**src/rtl/pcie_8b10b_pkg.sv**
```systemverilog
// Shared 8b/10b decode types, symbol constants and sub-block helpers used by
// the receive-side decoder.
package pcie_8b10b_pkg;

   localparam logic [9:0] K28_5_RDN  = 10'b0011111010;
   localparam logic [9:0] K28_5_RDP  = 10'b1100000101;
   localparam logic [7:0] K28_5_BYTE = 8'hBC;
   localparam logic [7:0] K28_1_BYTE = 8'h3C;
   localparam logic [7:0] D21_5_BYTE = 8'hB5;
   localparam logic [5:0] K28_6B_RDN = 6'b001111;
   localparam logic [5:0] K28_6B_RDP = 6'b110000;

   typedef enum logic {
      LOCK_UNLOCKED = 1'b0,
      LOCK_LOCKED   = 1'b1
   } lock_state_e;

   // HOLD_* are the balanced-but-skewed sub-blocks 000111/0011 and 111000/1100.
   typedef enum logic [2:0] {
      DISP_NEUTRAL,
      DISP_POS,
      DISP_NEG,
      DISP_HOLD_POS,
      DISP_HOLD_NEG
   } disp_e;

   typedef struct packed {
      logic [4:0] data;
      logic       valid;
      logic       k28;
      logic       k_ok;
      logic       a7_ok;
      disp_e      disp;
   } dec6_t;

   function automatic disp_e disp_of(input logic hold_pos, input logic hold_neg,
                                     input int ones, input int half);
      disp_e d;
      if (hold_pos)         d = DISP_HOLD_POS;
      else if (hold_neg)    d = DISP_HOLD_NEG;
      else if (ones > half) d = DISP_POS;
      else if (ones < half) d = DISP_NEG;
      else                  d = DISP_NEUTRAL;
      return d;
   endfunction

   function automatic disp_e disp_invert(input disp_e d);
      disp_e r;
      case (d)
         DISP_POS:      r = DISP_NEG;
         DISP_NEG:      r = DISP_POS;
         DISP_HOLD_POS: r = DISP_HOLD_NEG;
         DISP_HOLD_NEG: r = DISP_HOLD_POS;
         default:       r = DISP_NEUTRAL;
      endcase
      return r;
   endfunction

   function automatic logic disp_illegal(input disp_e d, input logic rd_neg);
      logic bad;
      case (d)
         DISP_POS, DISP_HOLD_NEG: bad = !rd_neg;
         DISP_NEG, DISP_HOLD_POS: bad = rd_neg;
         default:                 bad = 1'b0;
      endcase
      return bad;
   endfunction

   function automatic logic rd_after(input disp_e d, input logic rd_neg);
      logic r;
      case (d)
         DISP_POS, DISP_HOLD_POS: r = 1'b0;
         DISP_NEG, DISP_HOLD_NEG: r = 1'b1;
         default:                 r = rd_neg;
      endcase
      return r;
   endfunction

   // abcdei -> EDCBA; disparity class comes from the raw bits so it is valid
   // even for undefined codes.
   function automatic dec6_t dec_6b(input logic [5:0] abcdei);
      dec6_t r;
      r.data  = 5'd0;
      r.valid = 1'b1;
      r.k28   = 1'b0;
      r.k_ok  = 1'b0;
      r.a7_ok = 1'b0;
      r.disp  = disp_of(abcdei == 6'b000111, abcdei == 6'b111000, $countones(abcdei), 3);
      case (abcdei)
         6'b100111, 6'b011000: r.data = 5'd0;
         6'b011101, 6'b100010: r.data = 5'd1;
         6'b101101, 6'b010010: r.data = 5'd2;
         6'b110001:            r.data = 5'd3;
         6'b110101, 6'b001010: r.data = 5'd4;
         6'b101001:            r.data = 5'd5;
         6'b011001:            r.data = 5'd6;
         6'b111000, 6'b000111: r.data = 5'd7;
         6'b111001, 6'b000110: r.data = 5'd8;
         6'b100101:            r.data = 5'd9;
         6'b010101:            r.data = 5'd10;
         6'b110100:            begin r.data = 5'd11; r.a7_ok = 1'b1; end
         6'b001101:            r.data = 5'd12;
         6'b101100:            begin r.data = 5'd13; r.a7_ok = 1'b1; end
         6'b011100:            begin r.data = 5'd14; r.a7_ok = 1'b1; end
         6'b010111, 6'b101000: r.data = 5'd15;
         6'b011011, 6'b100100: r.data = 5'd16;
         6'b100011:            begin r.data = 5'd17; r.a7_ok = 1'b1; end
         6'b010011:            begin r.data = 5'd18; r.a7_ok = 1'b1; end
         6'b110010:            r.data = 5'd19;
         6'b001011:            begin r.data = 5'd20; r.a7_ok = 1'b1; end
         6'b101010:            r.data = 5'd21;
         6'b011010:            r.data = 5'd22;
         6'b111010, 6'b000101: begin r.data = 5'd23; r.k_ok = 1'b1; end
         6'b110011, 6'b001100: r.data = 5'd24;
         6'b100110:            r.data = 5'd25;
         6'b010110:            r.data = 5'd26;
         6'b110110, 6'b001001: begin r.data = 5'd27; r.k_ok = 1'b1; end
         6'b001110:            r.data = 5'd28;
         K28_6B_RDN, K28_6B_RDP: begin r.data = 5'd28; r.k28 = 1'b1; end
         6'b101110, 6'b010001: begin r.data = 5'd29; r.k_ok = 1'b1; end
         6'b011110, 6'b100001: begin r.data = 5'd30; r.k_ok = 1'b1; end
         6'b101011, 6'b010100: r.data = 5'd31;
         default:              r.valid = 1'b0;
      endcase
      return r;
   endfunction

endpackage

```
**src/rtl/decoder_4b3b.sv**
```systemverilog
// Combinational fghj -> HGF decode with validity, alternate-7 flag and
// disparity class of the 4-bit sub-block.
module decoder_4b3b
   import pcie_8b10b_pkg::*;
(
   input  logic [3:0] fghj,
   output logic [2:0] hgf,
   output logic       valid,
   output logic       k_form,
   output disp_e      disp
);

   always_comb begin
      hgf    = 3'd0;
      valid  = 1'b1;
      k_form = 1'b0;
      case (fghj)
         4'b0100, 4'b1011: hgf = 3'd0;
         4'b1001:          hgf = 3'd1;
         4'b0101:          hgf = 3'd2;
         4'b0011, 4'b1100: hgf = 3'd3;
         4'b0010, 4'b1101: hgf = 3'd4;
         4'b1010:          hgf = 3'd5;
         4'b0110:          hgf = 3'd6;
         4'b0001, 4'b1110: hgf = 3'd7;
         4'b1000, 4'b0111: begin hgf = 3'd7; k_form = 1'b1; end
         default:          valid = 1'b0;
      endcase
      disp = disp_of(fghj == 4'b0011, fghj == 4'b1100, $countones(fghj), 2);
   end

endmodule

```
**src/rtl/decoder_10b8b.sv**
```systemverilog
// Receive-side 8b/10b decoder: symbol decode, running-disparity tracking,
// saturating error count and COM-driven symbol lock.
//
//   state         | meaning
//   LOCK_UNLOCKED | hunting for a clean K28.5
//   LOCK_LOCKED   | aligned; UNLOCK_ERRS consecutive errors drop lock
module decoder_10b8b
   import pcie_8b10b_pkg::*;
#(
   parameter int ERR_CNT_W   = 16,
   parameter int UNLOCK_ERRS = 4
) (
   input  logic                 clk,
   input  logic                 reset,
   input  logic [9:0]           symbol_in,
   input  logic                 symbol_valid,
   input  logic                 err_clear,
   output logic [7:0]           data_out,
   output logic                 is_k,
   output logic                 out_valid,
   output logic                 code_err,
   output logic                 disp_err,
   output logic                 run_disparity_neg,
   output logic                 locked,
   output logic [ERR_CNT_W-1:0] err_count
);

   localparam int RUN_W = $clog2(UNLOCK_ERRS + 1);

   logic [5:0]       abcdei;
   logic [3:0]       fghj_dec;
   dec6_t            d6;
   logic             k28_rdp;
   logic [2:0]       hgf;
   logic             valid4;
   logic             k_form4;
   disp_e            disp4_dec;
   disp_e            disp4;
   logic             rd_mid_neg;
   logic             rd_end_neg;
   logic             code_err_c;
   logic             disp_err_c;
   logic             is_k_c;
   logic             sym_err;
   logic             com_clean;
   logic [7:0]       data_c;
   logic             rd_neg_q;
   lock_state_e      state_q, state_d;
   logic [RUN_W-1:0] run_q, run_d;

   assign abcdei  = symbol_in[9:4];
   assign d6      = dec_6b(abcdei);
   // K28.y from RD+ carries the complemented 4b form; undo it before decode.
   assign k28_rdp  = (abcdei == K28_6B_RDP);
   assign fghj_dec = k28_rdp ? ~symbol_in[3:0] : symbol_in[3:0];

   decoder_4b3b u_dec4 (
      .fghj   (fghj_dec),
      .hgf    (hgf),
      .valid  (valid4),
      .k_form (k_form4),
      .disp   (disp4_dec)
   );

   always_comb begin
      disp4      = k28_rdp ? disp_invert(disp4_dec) : disp4_dec;
      rd_mid_neg = rd_after(d6.disp, rd_neg_q);
      rd_end_neg = rd_after(disp4, rd_mid_neg);
      disp_err_c = disp_illegal(d6.disp, rd_neg_q) | disp_illegal(disp4, rd_mid_neg);
      code_err_c = !d6.valid || !valid4 || (k_form4 && !(d6.k28 || d6.k_ok || d6.a7_ok));
      is_k_c     = !code_err_c && (d6.k28 || (k_form4 && d6.k_ok));
      data_c     = code_err_c ? 8'h00 : {hgf, d6.data};
      sym_err    = symbol_valid && (code_err_c || disp_err_c);
      com_clean  = symbol_valid && is_k_c && !disp_err_c && (data_c == K28_5_BYTE);
   end

   always_comb begin
      state_d = state_q;
      run_d   = run_q;
      if (symbol_valid) begin
         case (state_q)
            LOCK_UNLOCKED: begin
               run_d = '0;
               if (com_clean) state_d = LOCK_LOCKED;
            end
            LOCK_LOCKED: begin
               if (!sym_err) begin
                  run_d = '0;
               end else if (run_q == RUN_W'(UNLOCK_ERRS - 1)) begin
                  state_d = LOCK_UNLOCKED;
                  run_d   = '0;
               end else begin
                  run_d = run_q + RUN_W'(1);
               end
            end
         endcase
      end
   end

   always_ff @(posedge clk) begin
      if (reset) begin
         state_q <= LOCK_UNLOCKED;
         run_q   <= '0;
      end else begin
         state_q <= state_d;
         run_q   <= run_d;
      end
   end

   always_ff @(posedge clk) begin
      if (reset) begin
         data_out  <= 8'h00;
         is_k      <= 1'b0;
         out_valid <= 1'b0;
         code_err  <= 1'b0;
         disp_err  <= 1'b0;
         rd_neg_q  <= 1'b1;
         err_count <= '0;
      end else begin
         out_valid <= symbol_valid;
         if (symbol_valid) begin
            data_out <= data_c;
            is_k     <= is_k_c;
            code_err <= code_err_c;
            disp_err <= disp_err_c;
            rd_neg_q <= rd_end_neg;
         end
         if (err_clear)
            err_count <= '0;
         else if (sym_err && (err_count != '1))
            err_count <= err_count + ERR_CNT_W'(1);
      end
   end

   assign run_disparity_neg = rd_neg_q;
   assign locked            = (state_q == LOCK_LOCKED);

endmodule

```
**config.mk**
```make
export PLATFORM = sky130hd
export DESIGN_NAME = decoder_10b8b
export DESIGN_NICKNAME = d
export VERILOG_FILES = /design/src/rtl/pcie_8b10b_pkg.sv /design/src/rtl/decoder_4b3b.sv /design/src/rtl/decoder_10b8b.sv
export SDC_FILE = /design/constraint.sdc
export NUM_CORES = 1
export LEC_CHECK = 0
export CORE_MARGIN = 3
export CORE_UTILIZATION = 35
export DETAILED_ROUTE_END_ITERATION = 8
export PLACE_DENSITY = 0.63
export SETUP_SLACK_MARGIN = 0.4
export SKIP_CTS_REPAIR_TIMING = 1
export SLEW_MARGIN = 20
export SYNTH_ARGS = -nofsm -noshare
export SYNTH_HDL_FRONTEND = slang
export SYNTH_SLANG_ARGS = --single-unit
```
**constraint.sdc**
```tcl
create_clock -name clk -period 4.9 [get_ports clk]
set_input_delay 0.98 -clock clk [delete_from_list [all_inputs] [get_ports clk]]
set_output_delay 0.98 -clock clk [all_outputs]
set_load 0.05 [all_outputs]
```
==> flow_summary.yaml <==
timing:
  skew_ps: 7.741
  max_clock_freq_ghz: 0.2328
  timing.final.ws_setup_ps: 604.2
  setup_viol: 0
  rsz0062_at_grt: "false"
  period_minus_slack_ps: 4296
  tightest_slew_ps: 1024
  slew-limit-headroom: 0.3149
  drv_slew: 0
  hold_violations: 0
  holdWs_ps: 457.7
  fin_crit_sh: 0.8767
die:
  rows: 33
  initial_core_util: 0.3678
  io-pin-count: 44
  fp.dieH_um: 100.1
  dieWidth_um: 100.1
  core_um2: 8423
  die_area_um2: 10020
global_route:
  grt_pass1_vias: 3045
  antenna_found_initial: 0
  grt_max_degree: 31
  grt.total_usage: 0.1746
  grt.overflow.total: 0
  grt_pass1_wl_mm: 14.63
synthesis:
  synth_area_per_cell_um2: 7.538
  synth_seq_area_share: 0.2132
  syn_inst: 411
  synth_warnings: 0
  synth_fp_nets: 437
  synth_edf_count: 0
  syn_area_um2: 3098
  yosys_most_used_dff: "dfxtp_1"
  synth_async_sr_flop_share: 0
  synth_cell_type_count: 67
  synth-seq-cells: 33
routing:
  via_per_inst: 5.957
  drc_errors: 0
  ant_nets: 0
  dr.pass1.iters: 5
  wl_per_cell_um: 15.94
  detail_route.iter0.violations: 325
  vias: 3294
  drt_wl_total_mm: 8.813
clock_tree:
  cts_root_buf: "clkbuf_8"
  cts_sinks: 33
  cts.htree.levels: 2
  clock_path_buffers: 2
  clk_pin_slew_worst_paths_ps: 70
  numCtsBuffers: 5
  insertion_delay_ps: 290
  cts_tree: "done"
pwr:
  p_switching_mw: 0.2971
  p_int_mw: 0.5292
  p_sw_frac: 0.3596
  vdd.ir_drop.worst_uv: 129.9
  power_frac_comb: 0.384
  p_leak_nw: 1.368
  p_seq_frac: 0.342
  powerDensity_nw_per_um2: 216.5
  clkPwrFrac: 0.274
layout:
  layout-drive-gt1-share: 0.09821
  finish.net_count: 473
  fin_util: 0.4532
  final_common_cell: "nand2_1"
  area_delta_synth_final_pct: 23.22
  final_cell_mix: "42 x nand2_1, 40 x clkdlybuf4s50_1, 33 x dfxtp_1"
  antennaDiodeCount: 0
critical_path:
  cp.arrival_ps: 4510
  crit_required_ps: 5120
  r2r_setup_slack_ps: 2730
  rr_worst_depth: 6
  worstSetupPathType: "in2reg"
  r2r-end: "err_count[15]"
  crit_path_end_kind: "register"
  crit_fanout: 11
  cp-start-kind: "input port"
  r2r_start: "err_count[4]"
placement:
  hpwl_mm: 6.470
  io_buffers: 43
  dpl_worst_slack_ps: -118.3
  place.gp.congestion: 0.9946
hold_path:
  holdPathStages: 2
  hold_end: "run_q[2]"
  worstHoldPathType: "reg2reg"
  hp-start: "run_q[2]"
job:
  maxCapViolCount: 0
status:
  outcome: "completed"
-- how the worst max path moves through the flow --
stage / start / endpoint / slack, ps / depth (start not counted)
2_1_floorplan: symbol_in[4] / err_count[0] / 580 / 14
3_3_place_gp: symbol_in[4] / err_count[9] / -20 / 15
3_5_place_dp: symbol_in[4] / err_count[15] / -120 / 14
4_1_cts: symbol_in[4] / err_count[15] / 170 / 14
5_1_grt: symbol_in[4] / err_count[9] / 420 / 15
6_report: symbol_in[4] / err_count[9] / 600 / 15
-- sequential cells by signal (all words and copies together) (netlist names) --
name               count
out_valid              1
locked                 1
disp_err               1
err_count             16
data_out               8
code_err               1
is_k                   1
run_disparity_neg      1
run_q                  3
-- Yosys cell counts (all sizes together) (3+ instances only) --
master / number / share of area
nand2b: 17 / 0.034
mux2i: 18 / 0.058
and4: 3 / 0.0085
nor2b: 10 / 0.020
inv: 20 / 0.024
nand3b: 8 / 0.019
nand2: 42 / 0.051
dfxtp: 33 / 0.21
a31oi: 6 / 0.012
o22ai: 9 / 0.018
a211oi: 12 / 0.029
and3: 8 / 0.018
fa: 4 / 0.026
a2111oi: 5 / 0.029
nand4: 7 / 0.014
o21a: 4 / 0.0097
a21oi: 25 / 0.040
a311oi: 3 / 0.0085
o21ai: 16 / 0.026
o2111ai: 3 / 0.0085
nor3: 9 / 0.015
buf: 15 / 0.028
nand3: 18 / 0.031
o211ai: 5 / 0.012
or3: 14 / 0.028
a32o: 3 / 0.010
ha: 8 / 0.032
xnor2: 3 / 0.0085
clkbuf: 18 / 0.022
o31ai: 4 / 0.0097
o32ai: 6 / 0.017
nor2: 21 / 0.026
-- per-stage QoR --
stage	TNS, ps	instances	instance area, um2	power, mW
floorplan	0	411	3098	0.4934
global placement	-31.21	544	3652	0.5843
CTS	0	552	3754	0.8158
finish	0	553	3817	0.8263
detailed placement	-582.5	544	3652	0.5875
global route	0	553	3817	0.8743
-- worst max-delay path, stage by stage --
cell and delay (ps):
dlymetal6s2s_1 150, fa_1 530, inv_1 50, fa_1 420
inv_1 60, ha_1 130, inv_1 50, fa_1 490
or3_4 340, a31o_4 230, o211a_1 130, o21a_4 230
buf_12 150, a2111oi_4 350, mux2i_1 200
-- final cells by class --
class / instances / area, um2
clock buffer: 7 / 96.34
fill: 848 / 4606
sequential: 33 / 660.6
tap: 105 / 131.4
inverter: 20 / 75.07
multi-input combinational: 325 / 2256
timing repair buffer: 62 / 593.1
clock inverter: 1 / 5.005
-- per-layer routing --
layer	up-vias	track usage	wire length, um
met5	-	0	0
met4	0	0.04974	157
met3	16	0.02988	462
met2	112	0.2878	4203
met1	1557	0.2348	3989
li1	1609	-	-
-- power groups by stage --
stage	Sequential [mW]	Clock [mW]	Combinational (mW)
after global routing	0.284	0.245	0.345
final	0.282	0.226	0.318
after detailed placement	0.289	0	0.299
after floorplan	0.316	0	0.178
after CTS	0.283	0.233	0.300
after global placement	0.288	0	0.296
-- logic make-up after synthesis --
kind of cell / count (synthesis) / share of synthesized area
simple gates: 170 / 0.2952
compound gates: 120 / 0.2868
buf+inv: 53 / 0.07431
flops: 33 / 0.2132
mux: 18 / 0.05816
fa+ha+maj: 12 / 0.05816
xor+xnor: 5 / 0.01414
No activity file was read; power rests on OpenSTA's default activity.
